**config.mk**
```make
export PLATFORM = sky130hd
export DESIGN_NAME = count_uart_tx_flat
export DESIGN_NICKNAME = d
export VERILOG_FILES = /design/src/rtl/count_uart_pkg.sv /design/src/rtl/count_uart_tx_if.sv /design/src/rtl/count_uart_tx_baud_tick_gen.sv /design/src/rtl/count_uart_tx.sv /design/src/flat_wrapper.sv
export SDC_FILE = /design/constraint.sdc
export NUM_CORES = 1
export LEC_CHECK = 0
export BUFFER_PORTS_ARGS = -buffer_cell sky130_fd_sc_hd__clkbuf_2
export CORE_MARGIN = 4
export CORE_UTILIZATION = 39
export CTS_BUF_LIST = sky130_fd_sc_hd__clkbuf_8 sky130_fd_sc_hd__clkbuf_16
export DETAILED_ROUTE_END_ITERATION = 8
export PLACE_DENSITY = 0.7
export SETUP_SLACK_MARGIN = 0.05
export SLEW_MARGIN = 0
export SYNTH_ARGS = -nofsm -noshare
export SYNTH_HDL_FRONTEND = slang
export SYNTH_SLANG_ARGS = --single-unit
export TNS_END_PERCENT = 50
```
**constraint.sdc**
```tcl
create_clock -name clk -period 6 [get_ports clk]
set_clock_uncertainty 0.15 [all_clocks]
set_input_delay 1.2 -clock clk [delete_from_list [all_inputs] [get_ports clk]]
set_output_delay 1.2 -clock clk [all_outputs]
set_load 0.02 [all_outputs]
```
**src/rtl/count_uart_pkg.sv**
```systemverilog
// Shared types and constants for the counter UART transmitter.
// Optional even parity is enabled with COUNT_UART_TX_PARITY_EN.
package count_uart_pkg;

  typedef enum logic [2:0] {
    IDLE,
    START,
    DATA,
    PARITY,
    STOP
  } tx_state_t;

  localparam int   DATA_BITS = 8;
  localparam logic TX_IDLE   = 1'b1;

endpackage

```
**src/rtl/count_uart_tx_if.sv**
```systemverilog
// Valid/ready byte handshake between the counter and the UART transmitter.
// The counter side is the master, the transmitter the slave.
interface count_uart_tx_if;
  import count_uart_pkg::*;

  logic [DATA_BITS-1:0] in_data;
  logic                 in_valid;
  logic                 in_ready;

  modport master (
    output in_data,
    output in_valid,
    input  in_ready
  );

  modport slave (
    input  in_data,
    input  in_valid,
    output in_ready
  );

endinterface

```
**src/rtl/count_uart_tx_baud_tick_gen.sv**
```systemverilog
// Bit-period timer: counts 0..CLKS_PER_BIT-1 while run is high.
// tick pulses on the terminal count; clear restarts a full period.
module baud_tick_gen #(
  parameter int CLKS_PER_BIT = 16
) (
  input  logic clk,
  input  logic rst_n,
  input  logic clear,
  input  logic run,
  output logic tick
);

  localparam int W =
    (CLKS_PER_BIT > 1) ? $clog2(CLKS_PER_BIT) : 1;
  localparam logic [W-1:0] LAST = W'(CLKS_PER_BIT - 1);

  logic [W-1:0] cnt_q, cnt_d;

  assign tick = run && (cnt_q == LAST);

  always_comb begin
    cnt_d = cnt_q;
    if (clear || tick) begin
      cnt_d = '0;
    end else if (run) begin
      cnt_d = cnt_q + 1'b1;
    end
  end

  always_ff @(posedge clk or negedge rst_n) begin
    if (!rst_n) begin
      cnt_q <= '0;
    end else begin
      cnt_q <= cnt_d;
    end
  end

endmodule

```
**src/rtl/count_uart_tx.sv**
```systemverilog
// Serialises the counter byte as an 8N1 UART frame on a registered tx pin.
// Define COUNT_UART_TX_PARITY_EN to insert an even-parity bit before stop.
module count_uart_tx
  import count_uart_pkg::*;
#(
  parameter int CLKS_PER_BIT = 16,
  parameter int STOP_BITS    = 1
) (
  input  logic             clk,
  input  logic             rst_n,
  count_uart_tx_if.slave   in_if,
  output logic             tx,
  output logic             busy,
  output logic             frame_done
);

  localparam logic [2:0] LAST_IDX = 3'(DATA_BITS - 1);

  tx_state_t            state_q, state_d;
  logic [DATA_BITS-1:0] shift_q, shift_d;
  logic [2:0]           idx_q, idx_d;
  logic                 stop_q, stop_d;
  logic                 tx_q, tx_d;
  logic                 tick;
  logic                 accept;
  logic                 last_stop;
  logic                 last_bit;
`ifdef COUNT_UART_TX_PARITY_EN
  logic                 par_q, par_d;
`endif

  assign in_if.in_ready = (state_q == IDLE);
  assign accept    = in_if.in_valid && in_if.in_ready;
  assign last_stop = (STOP_BITS == 1) || stop_q;
  assign last_bit  = (idx_q == LAST_IDX);
  assign tx        = tx_q;
  assign busy      = (state_q != IDLE);

  baud_tick_gen #(
    .CLKS_PER_BIT(CLKS_PER_BIT)
  ) u_baud (
    .clk  (clk),
    .rst_n(rst_n),
    .clear(accept),
    .run  (busy),
    .tick (tick)
  );

  always_ff @(posedge clk or negedge rst_n) begin
    if (!rst_n) begin
      state_q <= IDLE;
    end else begin
      state_q <= state_d;
    end
  end

  always_comb begin
    state_d = state_q;
    unique case (state_q)
      IDLE:  if (accept) state_d = START;
      START: if (tick) state_d = DATA;
      DATA: begin
        if (tick && last_bit) begin
`ifdef COUNT_UART_TX_PARITY_EN
          state_d = PARITY;
`else
          state_d = STOP;
`endif
        end
      end
`ifdef COUNT_UART_TX_PARITY_EN
      PARITY: if (tick) state_d = STOP;
`else
      PARITY: state_d = IDLE;
`endif
      STOP: if (tick && last_stop) state_d = IDLE;
      default: state_d = IDLE;
    endcase
  end

  // tx_d anticipates the bit that starts on the next cycle
  always_comb begin
    frame_done = (state_q == STOP) && tick && last_stop;
    tx_d       = tx_q;
    unique case (1'b1)
      accept:
        tx_d = 1'b0;
      (state_q == START) && tick:
        tx_d = shift_q[0];
      (state_q == DATA) && tick && !last_bit:
        tx_d = shift_q[1];
`ifdef COUNT_UART_TX_PARITY_EN
      (state_q == DATA) && tick && last_bit:
        tx_d = par_q;
      (state_q == PARITY) && tick:
        tx_d = TX_IDLE;
`else
      (state_q == DATA) && tick && last_bit:
        tx_d = TX_IDLE;
`endif
      default:
        tx_d = tx_q;
    endcase
  end

  always_comb begin
    shift_d = shift_q;
    idx_d   = idx_q;
    stop_d  = stop_q;
    if (accept) begin
      shift_d = in_if.in_data;
      idx_d   = '0;
      stop_d  = 1'b0;
    end else if (tick && state_q == DATA) begin
      shift_d = shift_q >> 1;
      idx_d   = idx_q + 1'b1;
    end else if (tick && state_q == STOP) begin
      stop_d  = !last_stop;
    end
  end

`ifdef COUNT_UART_TX_PARITY_EN
  always_comb begin
    par_d = par_q;
    if (accept) begin
      par_d = ^in_if.in_data;
    end
  end

  always_ff @(posedge clk or negedge rst_n) begin
    if (!rst_n) begin
      par_q <= 1'b0;
    end else begin
      par_q <= par_d;
    end
  end
`endif

  always_ff @(posedge clk or negedge rst_n) begin
    if (!rst_n) begin
      shift_q <= '0;
      idx_q   <= '0;
      stop_q  <= 1'b0;
      tx_q    <= TX_IDLE;
    end else begin
      shift_q <= shift_d;
      idx_q   <= idx_d;
      stop_q  <= stop_d;
      tx_q    <= tx_d;
    end
  end

endmodule

```
**src/flat_wrapper.sv**
```systemverilog
// flat-port wrapper written by rule: the top's interface ports become plain ports
module count_uart_tx_flat import count_uart_pkg::*;
#(
  parameter int CLKS_PER_BIT = 16,
  parameter int STOP_BITS    = 1
)
  (clk, rst_n, tx, busy, frame_done, in_if_in_data, in_if_in_valid, in_if_in_ready);
  count_uart_tx_if in_if_i ();
  input  logic clk;
  input  logic rst_n;
  output logic tx;
  output logic busy;
  output logic frame_done;
  input wire logic [$bits(in_if_i.in_data)-1:0] in_if_in_data;
  input wire logic [$bits(in_if_i.in_valid)-1:0] in_if_in_valid;
  output wire logic [$bits(in_if_i.in_ready)-1:0] in_if_in_ready;
  assign in_if_i.in_data = in_if_in_data;
  assign in_if_i.in_valid = in_if_in_valid;
  assign in_if_in_ready = in_if_i.in_ready;
  count_uart_tx #(.CLKS_PER_BIT(CLKS_PER_BIT), .STOP_BITS(STOP_BITS)) u_core (.clk(clk), .rst_n(rst_n), .in_if(in_if_i), .tx(tx), .busy(busy), .frame_done(frame_done));
endmodule
```
# Yosys cells after proc, flatten, opt, wreduce, memory -nomap -nowiden
# Cells that the tools add are included.
[op_classes]
shift = 0
magnitude_cmp = 0
reduce_logical = 16
n_mux = 12
add_sub_neg = 2
n_mul = 0
n_bitwise = 0
n_div = 0
eq_ne = 9
[ops]
columns = ["operator", "n"]
rows = [
  ["$mux W3", 6],
  ["$mux W8", 2],
  ["$pmux W3 S4", 1],
  ["$logic_and A1 B1 Y1", 8],
  ["$mux W4", 2],
  ["$eq A3 B3 Y1 const B", 2],
  ["$ne A2 B1 Y1 const B", 3],
  ["$add A4 B1 Y4 const B", 1],
  ["$eq A4 B4 Y1 const B", 1],
  ["$pmux W1 S4", 1],
  ["$reduce_and A4 Y1", 1],
  ["$reduce_bool A2 Y1", 2],
  ["$reduce_bool A4 Y1", 1],
  ["$add A3 B1 Y3 const B", 1],
  ["$eq A3 B1 Y1 const B", 1],
  ["$eq A3 B2 Y1 const B", 1],
  ["$logic_not A3 Y1", 1],
  ["$reduce_bool A3 Y1", 1],
  ["$ne A2 B2 Y1 const B", 1],
  ["$logic_not A1 Y1", 1],
  ["$logic_or A1 B1 Y1", 1],
]
[totals]
mem_count = 0
ram_bits = 0
rom_bits = 0
output_inout_bits = 4
latchBits = 0
in_bits = 11
regBits = 19
word_cells = 44

# Longest topological paths before layout
[depth]
depth_word = 5
depth_mapped = 6
mapped_depth_nobuf = 4

# Hierarchy
# From an unflattened synthesis, not the netlist that was laid out.
[unflattened]
cells_unflattened = 100
area_unflattened_um2 = 1012.2
[modules_own_cells]
columns = ["mod", "area_per_inst_um2", "instances", "seq_area_each_um2", "cells_per_inst"]
rows = [
  ["count_uart_tx", 809.5, 1, 376.6, 78],
  ["baud_tick_gen", 202.7, 1, 100.1, 22],
]

# Worst setup path before layout
# Ideal clock, no wire load.
[synth_timing]
path_kind = "reg2out"
from = "register u_core.u_baud.cnt_q[0]"
to = "output frame_done"
n_path_buf = 0
path_stages_with_launch = 4
required_time_ns = 4.650
arrival_ns = 1.511
path_slack_ns = 3.139
cell_sequence = "dfrtp_1 > ha_1 > nand3_1 > nor4b_1"
[synth_between]
elab_chain_len = 3
[synth_rtl]
columns = ["item", "line", "rtl"]
rows = [
  ["start, declared", "count_uart_tx_baud_tick_gen.sv:17", "logic [W-1:0] cnt_q, cnt_d;"],
  ["start signal, assigned", "count_uart_tx_baud_tick_gen.sv:34", "cnt_q <= cnt_d;"],
  ["$eq A4 B4 Y1", "count_uart_tx_baud_tick_gen.sv:19", "assign tick = run && (cnt_q == LAST);"],
  ["$logic_and A1 B1 Y1", "count_uart_tx_baud_tick_gen.sv:19", ""],
  ["$logic_and A1 B1 Y1", "--", ""],
  ["end, declared", "flat_wrapper.sv:13", "output logic frame_done;"],
]
# Every way passes these cells.

# Final worst setup path
# Ends and elaborated chain as after synthesis.

==> qor.yml <==
sta:
  setup-violations-final: 0
  finalHoldViolCount: 0
  finalCritPeriodShare_pct: 49.8
  tns_ps: 0
  max_freq_mhz: 335
  worst_pin_slew_ps: 576
  finalMaxSlewViolations: 0
  slew_headroom_pct: 61.6
  rsz0062_at_grt: "false"
  period_minus_slack_ps: 2990
routing:
  wl_per_cell_um: 14.6
  dr.max_layer_used: "met4"
  wl_met3_um: 133
  drtPass1Iterations: 4
  drtIter0Drc: 25
  met1_length_um: 930
  route.detailed.drc: 0
  totalWireLength_um: 1920
  viasPerCell: 5.55
  vias: 727
  route.met2.wl_um: 844
  ant_nets: 0
hold_path:
  worstHoldPathType: "flop to flop"
  hold_end: "u_core.shift_q[5]"
  whs_path_depth: 1
  hp-start: "u_core.shift_q[6]"
logic_synthesis:
  synth_area_leaders: "dfrtp_1 45%, a221o_1 8.1%, and2_1 5.0%, ha_1 3.8%, nand3b_1 3.0%"
  yosysTopAreaCellShare_pct: 45.4
  syn_area_um2: 992
  yosysUniqueCellTypes: 34
  ys_seq_elements: 19
  syn-num-nets: 102
  synthArstFlopShare_pct: 100
  synth.yosys.warnings: 0
  synth_seq_area_share_pct: 48.0
  syn-instance-count: 88
  synth_edf_count: 0
  synth_top_area_cell: "dfrtp_1"
  syn_avg_cell_area_um2: 11.3
  synth_top_flop_cell: "dfrtp_1"
setup_path:
  rrSetupSlack_ps: 4000
  cp-start-kind: "flop"
  slowest_stage: "dfrtp_1"
  ff2ff_path_depth: 4
  cpPeakStageDelay_ps: 420
  rr_endpoint: "u_core.idx_q[0]"
  critPathCaptureType: "output pin"
  crit_fanout: 5
  timing.rr.start: "u_core.u_baud.cnt_q[0]"
  crit_chain: "ha_1 -> nand3_1 -> nor4b_1 -> clkbuf_2"
  worstPathRequired_ps: 4650
  crit_arrival_ps: 1640
  path_class: "flop to output pin"
floorplan:
  fp.dieH_um: 58.4
  row_count: 18
  start_util_pct: 40.4
  die_area_um2: 3420
  die_x_um: 58.4
  ios: 15
  core-area_um2: 2450
grt:
  grt_pass1_wl_um: 3310
  grt_max_degree: 20
  grt_pass1_vias: 713
  antenna_found_initial: 0
  grt-ovfl-total: 0
  gr-usage-all-layers_pct: 12.6
layout:
  layout_common_cells: "18 x dfrtp_1, 14 x clkbuf_2, 8 x and2_1, 8 x a221o_1, 7 x nand2_1"
  n_antenna_cell: 0
  layout.cells.non_filler: 131
  drive_gt1_share_pct: 24.8
  syn_to_final_growth_pct: 12.4
  num-nets-final: 116
  layout_commonest_cell: "dfrtp_1"
clocking:
  root_buffer: "clkbuf_8"
  cts_setup_buffers: 0
  cts_tree: "built"
  numCtsBuffers: 3
  hold_buffers: 0
  clkSinkCount: 19
  htreeDepth: 1
  cts_buffer_depth: 2
  clock_latency_ps: 250
  cts-resized-gates: 0
  clk_pin_slew_worst_paths_ps: 70
power_and_ir_drop:
  ir_worst_vdd_mv: 0.196
  intPower_uw: 283
  clkPwrFrac_pct: 20.3
  p_comb_share_pct: 29.8
  switching_share_pct: 33.4
  switching_power_uw: 142
  p_leak_nw: 0.511
  power_frac_seq_pct: 49.9
  power_density_nw_per_um2: 381
run:
  cap_violations: 0
placed_design:
  dp_hpwl_um: 1390
  gp_congestion: 0.859
  portBuffers: 14
  placed_cells: 127
run_status:
  outcome: "complete, no violations"
## per-layer routing
layer | vias to the layer above | GRT usage [%]
li1 | 363 | -
met1 | 340 | 16.6
met2 | 22 | 19.8
met3 | 2 | 4.61
met4 | 0 | 2.98
met5 | - | 0
## cell families (layout without fill, tap and decap cells)
kind of cell	after synthesis	count (layout)	synth area share [%]
adders and majority gates	3	3	3.78
DFF	19	19	48.0
muxes	1	1	1.13
AOI/OAI and AO/OA	21	21	16.8
xor gates and xnor gates	1	1	0.883
buffers and inverters	7	20	3.78
and+or+nand+nor	36	36	25.6
## Yosys cell counts, types with 2 or more instances
cell type,instances
buf_2,3
nand2_1,7
o21ai_0,3
inv_1,2
nand3_1,5
ha_1,3
a221o_1,8
a21oi_1,3
nand3b_1,4
o31ai_1,2
and2_1,8
dfrtp_1,18
## state kept, by name, indices dropped and copies added, names as in the netlist
signal,count
u_core.u_baud.cnt_q,4
u_core.shift_q,8
u_core.state_q,3
u_core.idx_q,3
u_core.tx,1
## worst max-delay path: cells and delay by family (launching register included)
family	cells	cell delay (ps)
fa+ha+maj	1	250
buf+inv	1	220
flops	1	420
simple gates	2	500
## metrics by stage
stage               area (um2)  power, mW  utilization, %  setup WS (ps)  hold WS [ps]
floorplan                  992      0.306               -           3140           321
global placement          1070      0.335            43.6           3320           333
detailed placement        1070      0.341            43.6           3300           354
CTS                       1110      0.429            45.4           3010           369
global route              1110      0.455            45.4           2830           386
finish                    1110      0.425            45.4           3010           368
## power groups by stage
stage	Clock [mW]	Combinational, mW	Sequential (mW)
floorplan	0	0.108	0.198
global placement	0	0.124	0.212
detailed placement	0	0.128	0.213
CTS	0.0894	0.128	0.211
global route	0.0947	0.142	0.218
finish	0.0864	0.126	0.212
## area by class of cell
class	instances	area (um2)
clock buffer	3	41.3
clock inverter	1	3.75
fill	230	1340
inverter	2	7.51
multi-input combinational	62	478
sequential	19	477
tap	30	37.5
timing repair buffer	14	70.1
## worst max-delay path by stage
| stage | start | endpoint | cells after the start |
|---|---|---|---|
| 6_report | u_core.u_baud.cnt_q[0] | frame_done | 4 |
| 5_1_grt | u_core.u_baud.cnt_q[0] | frame_done | 4 |
| 4_1_cts | u_core.u_baud.cnt_q[0] | frame_done | 4 |
| 3_5_place_dp | u_core.u_baud.cnt_q[0] | frame_done | 4 |
| 3_3_place_gp | u_core.u_baud.cnt_q[0] | frame_done | 4 |
| 2_1_floorplan | u_core.u_baud.cnt_q[0] | frame_done | 3 |
Note: power is estimated with default switching activity, not from simulation.
